==> src/rtl/trng_arbiter.sv <==
// Round-robin front end sharing one TRNG among N_REQ clients: packs TRNG_WIDTH-bit
// chunks into 32-bit words and runs a repetition-count health test on every chunk.
module trng_arbiter #(
  parameter int TRNG_WIDTH = 4,
  parameter int N_REQ      = 2,
  parameter int REP_LIMIT  = 8
) (
  input  logic                  clk,
  input  logic                  reset,
  input  logic [N_REQ-1:0]      cli_req,
  output logic [N_REQ-1:0]      cli_ack,
  output logic [31:0]           cli_rdata,
  output logic                  trng_req,
  input  logic                  trng_valid,
  input  logic [TRNG_WIDTH-1:0] trng_word,
  output logic                  health_fail,
  input  logic                  health_clr,
  output logic                  busy
);

  localparam int NCHUNK = 32 / TRNG_WIDTH;
  localparam int CNT_W  = (NCHUNK > 1) ? $clog2(NCHUNK) : 1;
  localparam int IDX_W  = (N_REQ > 1) ? $clog2(N_REQ) : 1;
  localparam logic [7:0]       REP_MAX  = 8'(REP_LIMIT);
  localparam logic [CNT_W-1:0] LAST_CNT = CNT_W'(NCHUNK - 1);
  localparam logic [IDX_W-1:0] LAST_IDX = IDX_W'(N_REQ - 1);

  typedef enum logic [1:0] {IDLE, COLLECT, DELIVER, HALT} state_t;

  state_t                state, state_d;
  logic [IDX_W-1:0]      grant, grant_d;
  logic [IDX_W-1:0]      rr, rr_d;
  logic [CNT_W-1:0]      count, count_d;
  logic [31:0]           acc, acc_d;
  logic [7:0]            run_len, run_len_d;
  logic [TRNG_WIDTH-1:0] last_chunk, last_chunk_d;
  logic                  hist, hist_d;
  logic                  trng_req_d;
  logic [N_REQ-1:0]      ack_d;
  logic [31:0]           rdata_d;
  logic                  fail_d;

  logic [IDX_W-1:0]      pick;
  logic [31:0]           acc_shift;
  logic [7:0]            run_next;

  assign busy      = (state != IDLE);
  assign acc_shift = (acc << TRNG_WIDTH) | 32'(trng_word);

  // Repeat runs continue across word boundaries; only reset or a clear breaks history.
  assign run_next = (hist && trng_word == last_chunk)
                  ? ((run_len >= REP_MAX) ? REP_MAX : run_len + 8'd1)
                  : 8'd1;

  // First requesting client at or after rr, scanning cyclically.
  always_comb begin : arb
    logic found;
    logic [IDX_W-1:0] idx;
    pick  = rr;
    found = 1'b0;
    for (int i = 0; i < N_REQ; i++) begin
      idx = IDX_W'((int'(rr) + i) % N_REQ);
      if (!found && cli_req[idx]) begin
        pick  = idx;
        found = 1'b1;
      end
    end
  end

  always_comb begin
    // NOTE: every signal driven here gets a default first, so no path can infer a latch.
    state_d      = state;
    grant_d      = grant;
    rr_d         = rr;
    count_d      = count;
    acc_d        = acc;
    run_len_d    = run_len;
    last_chunk_d = last_chunk;
    hist_d       = hist;
    trng_req_d   = 1'b0;
    ack_d        = '0;
    rdata_d      = cli_rdata;
    fail_d       = health_fail;

    unique case (state)
      IDLE: begin
        if (|cli_req) begin
          grant_d    = pick;
          count_d    = '0;
          trng_req_d = 1'b1;
          state_d    = COLLECT;
        end
      end
      COLLECT: begin
        trng_req_d = 1'b1;
        if (trng_req && trng_valid) begin
          acc_d        = acc_shift;
          count_d      = count + CNT_W'(1);
          run_len_d    = run_next;
          last_chunk_d = trng_word;
          hist_d       = 1'b1;
          // A failing chunk wins over word completion: the partial word is dropped.
          if (run_next == REP_MAX) begin
            fail_d     = 1'b1;
            trng_req_d = 1'b0;
            state_d    = HALT;
          end else if (count == LAST_CNT) begin
            trng_req_d = 1'b0;
            ack_d      = N_REQ'(1) << grant;
            rdata_d    = acc_shift;
            state_d    = DELIVER;
          end
        end
      end
      DELIVER: begin
        rr_d    = (grant == LAST_IDX) ? '0 : grant + IDX_W'(1);
        state_d = IDLE;
      end
      HALT: begin
        if (health_clr) begin
          fail_d    = 1'b0;
          run_len_d = '0;
          hist_d    = 1'b0;
          state_d   = IDLE;
        end
      end
      default: state_d = IDLE;
    endcase
  end

  // NOTE: sequential state uses non-blocking assignments so all registers update together.
  always_ff @(posedge clk or posedge reset) begin
    if (reset) begin
      state       <= IDLE;
      grant       <= '0;
      rr          <= '0;
      count       <= '0;
      acc         <= '0;
      run_len     <= '0;
      last_chunk  <= '0;
      hist        <= 1'b0;
      trng_req    <= 1'b0;
      cli_ack     <= '0;
      cli_rdata   <= '0;
      health_fail <= 1'b0;
    end else begin
      state       <= state_d;
      grant       <= grant_d;
      rr          <= rr_d;
      count       <= count_d;
      acc         <= acc_d;
      run_len     <= run_len_d;
      last_chunk  <= last_chunk_d;
      hist        <= hist_d;
      trng_req    <= trng_req_d;
      cli_ack     <= ack_d;
      cli_rdata   <= rdata_d;
      health_fail <= fail_d;
    end
  end

endmodule

==> config.mk <==
export PLATFORM = sky130hd
export DESIGN_NAME = trng_arbiter
export DESIGN_NICKNAME = d
export VERILOG_FILES = /design/src/rtl/trng_arbiter.sv
export SDC_FILE = /design/constraint.sdc
export NUM_CORES = 1
export LEC_CHECK = 0
export CORE_ASPECT_RATIO = 1.4
export CORE_MARGIN = 3
export CORE_UTILIZATION = 48
export CTS_CLUSTER_DIAMETER = 40
export CTS_CLUSTER_SIZE = 25
export DETAILED_ROUTE_END_ITERATION = 8
export PLACE_DENSITY = 0.85
export SYNTH_ARGS = -nofsm -noshare
export SYNTH_HDL_FRONTEND = slang
export SYNTH_SLANG_ARGS = --single-unit
==> constraint.sdc <==
create_clock -name clk -period 2.6 [get_ports clk]
set_input_delay 0.39 -clock clk [delete_from_list [all_inputs] [get_ports clk]]
set_output_delay 0.39 -clock clk [all_outputs]
set_load 0.01 [all_outputs]
==> Yosys cells after proc, flatten, opt, wreduce, memory -nomap -nowiden <==
Index checks and enable logic that the tools add are counted.
{ "word_totals": {"output_inout_bits": 37, "word_cells": 85, "register_bits": 84, "input_bits": 10} }
{ "classes": {"n_addsub": 4, "bitwise_logic": 2, "n_shift": 1, "order_cmp": 3, "eq_ne": 11, "n_reduce_logical": 16, "muxes": 36} }
{ "ops": {"columns": ["cell", "count"], "rows": [
  ["8-bit two-way mux", 4],
  ["32-bit by 4-bit bitwise OR with 32-bit output", 1],
  ["2-bit two-way mux", 9],
  ["8-bit one-hot mux with 2 select lines", 1],
  ["1-bit two-way mux", 15],
  ["4-bit AND reduction", 3],
  ["8-bit by 1-bit adder with 8-bit output (second input constant)", 1],
  ["8-bit by 4-bit equality test with 1-bit output (second input constant)", 1],
  ["8-bit by 4-bit >= comparator with 1-bit output (second input constant)", 1],
  ["2-bit != test (second input constant)", 4],
  ["2-bit one-hot mux with 4 select lines", 1],
  ["3-bit two-way mux", 2],
  ["1-bit one-hot mux with 2 select lines", 3],
  ["3-bit one-hot mux with 2 select lines", 1],
  ["3-bit AND reduction", 2],
  ["2-bit nonzero test", 3],
  ["2-bit equality test (second input constant)", 2],
  ["4-bit equality test", 1],
  ["1-bit by 2-bit less-than comparator with 1-bit output (second input constant)", 2],
  ["2-bit AND reduction", 2],
  ["3-bit by 1-bit adder with 3-bit output (second input constant)", 1],
  ["3-bit equality test (second input constant)", 1],
  ["1-bit logical AND", 3],
  ["3-bit != test (second input constant)", 1],
  ["7 further kinds", 8]
]} }

==> Logic depth before layout (Yosys ltp) <==
{ "logic_depth": {"depth_word": 7, "depth_mapped": 7} }

==> Least setup slack after synthesis <==
Ideal clock, no wire load.
{ "synth_path": {"path_kind": "reg2reg", "start": "register run_len[5]", "end": "register cli_rdata[0]", "stages_incl_launch_ff": 6, "setup_ns": 0.125, "n_path_buf": 1, "arrival_ns": 2.079, "t_required_ns": 2.475, "setup_slack_ns": 0.396, "period_less_slack_ns": 2.204, "cell_sequence": "dfrtp_1 or4_4 a311o_1 a31oi_4 buf_6 mux2_2"} }
{ "synth_between": {"elab_chain_len": 6, "word_cells_on_any_way": 7} }
{ "synth_lines": {"columns": ["item", "line_no", "text"], "rows": [
  ["from (decl)", "35", "logic [7:0] run_len, run_len_d;"],
  ["from (signal assigned)", "152", "run_len <= run_len_d;"],
  ["8-bit by 1-bit adder with 8-bit output or 8-bit by 4-bit >= comparator with 1-bit output (tied branches)", "52", "? ((run_len >= REP_MAX) ? REP_MAX : run_len + 8'd1)"],
  ["8-bit two-way mux (*) (2 in series)", "52", null],
  ["8-bit by 4-bit equality test with 1-bit output (*)", "103", "if (run_next == REP_MAX) begin"],
  ["1-bit NOT (no source line) (*)", null, null],
  ["4-bit AND reduction (no source line) (*)", null, null],
  ["to (signal assigned)", "157", "cli_rdata <= rdata_d;"],
  ["to (decl)", "12", "output logic [31:0] cli_rdata,"]
]} }
Every way passes the cells marked *; elsewhere a longest branch is shown, timed or not.
A chain may end at the register's enable or synchronous reset.

==> Worst setup path in the final report <==
{ "layout_path": {"start": "register run_len[5]", "end": "register cli_rdata[13]"} }
Same word-level chain as after synthesis.

==> metrics <==
Max Clock Skew=7.91 ps; Arrival @ worst endpoint=2550 ps; Fin Setup TNS=0 ps; final WL=6000 um; Syn Area/Cell=11.3 sq um; maximum net fanout on the critical path=22; CTS H-tree lvls=3; register area share after synthesis=0.613; DP HPWL=4180 um; top cell types by occurrence after synthesis=nand2_1, dfrtp_1, mux2_2; total vias in the final route=2,229; slew margin rel.=0.472; CP Class=reg -> reg; number of max-slew violations in the final report=0; distinct cell type count of the synthesized netlist=35; initial core utilization=0.508; share of synthesized area spent on multiplexers=0.110; number of flops mapped to enable cells by yosys=0; hold crit path type=reg -> reg; die span in y=104 um; CP Cell Sequence=or4_4 > a311o_1 > a31oi_4 > buf_4 > mux2_2; share of synthesized cell area in full adder, half adder and majority cells=0.0153; clk sinks=80; # rows=34; CTS tree=done; top area cells in the synthesized netlist=dfrtp_1, nand2_1, mux2_2, ha_1, and3_1; area fraction in and, or, nand and nor cells after synthesis=0.175; number of buffers added for setup after CTS=0; Die Outline Area=7840 sq um; floorplan core area=6420 sq um; ANT cells=0; delay of the slowest cell on the worst path=550 ps; clock root buffer=clkbuf_8; Clk pin slew, worst setup/hold paths=80 ps; power density of the placed cells=871 nW/um^2; run status=complete, no violations; Gates resized, CTS repair=0; minimum period implied by the final worst setup slack=2310 ps; synthesized instance count=289; dominant combinational cell family by area after synthesis=simple AND/OR/NAND/NOR gates; LEAKAGE=1.99 nW; cell with the largest stage delay on the worst path=or4_4; endpoint kind of the worst setup timing path=register; Finish-stage setup viols=0; wire length of the first global-routing pass=10,500 um; number of hold violations in the final report=0; ratio of cells with drive above 1 in the final layout=0.166; initial drt markers=116; antenna violations before repair=0; maximum clock path buffer count=2; fill count=486; all-layer global routing usage=0.173; highest ir drop seen on vdd=0.000682 V; detail-routed via count per cell=5.15; fin nets=353; net count after synthesis=303; number of cells in the finished layout apart from fillers=433; area fraction in compound gates after synthesis=0.0464; slew of the pin with the lowest slew margin=792 ps; latest clock arrival within the worst-skew pair=340 ps; nature of the critical path startpoint=register; proportion of synthesized flip-flops having asynchronous set or reset=1.00; Synth top area share=0.613; # port buffers=46; xor and xnor area share after synthesis=0.0107; residual overflow from global routing=0; DRC=0; global placement routability congestion=0.880; MaxCap Viol Count=0; layout-stage area growth over the synthesis result=22.5%; die width=75.7 um; top cell type by total area after synthesis=dfrtp_1; number of buffers inserted for hold repair after clock tree synthesis=0; most instantiated library cell after synthesis=nand2_1; number of synthesized register bits=80; top flip-flop cell by instance count after synthesis=dfrtp_1; number of iterations in the first detailed-routing pass=4; cts bufs inserted=9; pin count of the biggest net entering global routing=47; Max Fclk=0.432 GHz; yosys synthesis warning count=0; Routed wire per std cell=13.9 um; number of placed cells counting well taps=418; Boundary Pins=47; required time worst endpoint=2840 ps; post-synthesis cell area=3260 sq um; unrepaired setup endpoints after global routing=false; Routed Antenna Nets=0; portion of the clock cycle consumed by the worst path in the final layout=0.890; vias in the first global route=2,276
registers in the layout, summed over array words and instances, names as in the netlist, 2 cells and up:
signal	cells
count	3
cli_ack	2
run_len	8
acc	28
cli_rdata	32
state	2
cell usage in the layout, fill, tap and decap left out, types with 2 or more instances in the layout:
master / synthesis / final
clkdlybuf4s50_1: 0 / 46
clkbuf_8: 0 / 10
nor3_1: 3 / 3
nand2_1: 99 / 99
o21ai_0: 6 / 6
nor2b_1: 3 / 3
a22o_1: 2 / 2
ha_1: 4 / 4
nand2b_1: 2 / 2
buf_4: 0 / 6
a31oi_1: 2 / 2
xor2_1: 4 / 4
nor2_1: 4 / 4
inv_1: 5 / 4
clkinv_2: 0 / 4
and2_1: 2 / 2
dfrtp_1: 80 / 80
nand3_1: 6 / 6
and3_1: 6 / 6
mux2_2: 31 / 31
final cells by class:
class,count,area (sq um),area share
multi-input cells,190,1170,0.292
repair buffers,53,526,0.131
clock buffers,10,138,0.0344
clock inverters,5,32.5,0.00814
inverters,5,20.0,0.00501
flip-flops and latches,80,2000,0.501
well taps,90,113,0.0282
per-stage QoR:
stage | hold WS, ps | setup WS [ps] | total power [mW] | utilization | instance area (sq um)
6_report | 471 | 286 | 3.48 | 0.622 | 4000
5_1_grt | 520 | 173 | 3.72 | 0.622 | 4000
4_1_cts | 478 | 271 | 3.52 | 0.622 | 4000
3_5_place_dp | 458 | 282 | 2.73 | 0.596 | 3830
3_3_place_gp | 452 | 328 | 2.67 | 0.596 | 3830
2_1_floorplan | 433 | 158 | 2.34 | - | 3260
per-layer routing:
layer / vias up / track usage / share of wire
met3: 11 / 0.0523 / 0.042
met2: 53 / 0.274 / 0.52
li1: 1060 / - / -
met4: 0 / 0.0788 / 0.019
met5: - / 0 / 0
met1: 1105 / 0.212 / 0.42
final timing paths:
kind                                        startpoint                        end  slack (ps)  cells after the start
worst max-delay path            run_len[5]$_DFFE_PP0P_  cli_rdata[13]$_DFFE_PP0P_         290                      5
worst min-delay path               acc[25]$_DFFE_PP0P_        acc[25]$_DFFE_PP0P_         470                      2
worst max register to register  run_len[5]$_DFFE_PP0P_  cli_rdata[13]$_DFFE_PP0P_         290                      5
worst min register to register     acc[25]$_DFFE_PP0P_        acc[25]$_DFFE_PP0P_         470                      2
max in group asynchronous                        reset  cli_rdata[14]$_DFFE_PP0P_        1490                      3
min in group asynchronous                        reset       cli_ack[0]$_DFF_PP0_         500                      2
worst max-delay path, delay by kind of cell, from the launching register on:
| family | cells | cell delay (ps) |
|---|---|---|
| flops | 1 | 380 |
| mux | 1 | 370 |
| simple gates | 1 | 550 |
| compound gates | 2 | 600 |
| buf+inv | 1 | 300 |
cell families (layout without fill, tap and decap cells):
family	count (synthesis)	in the layout
fa+ha+maj	4	4
flops	80	80
compound gates	20	20
mux	32	32
simple gates	130	130
xor+xnor	4	4
buf+inv	19	73
where the power goes:
group          total, mW  internal (mW)  switching (mW)
logic              0.880          0.421           0.459
registers           1.81           1.55           0.260
clock network      0.791          0.367           0.424
total               3.48           2.34            1.14
(Power assumes the default switching activity.)
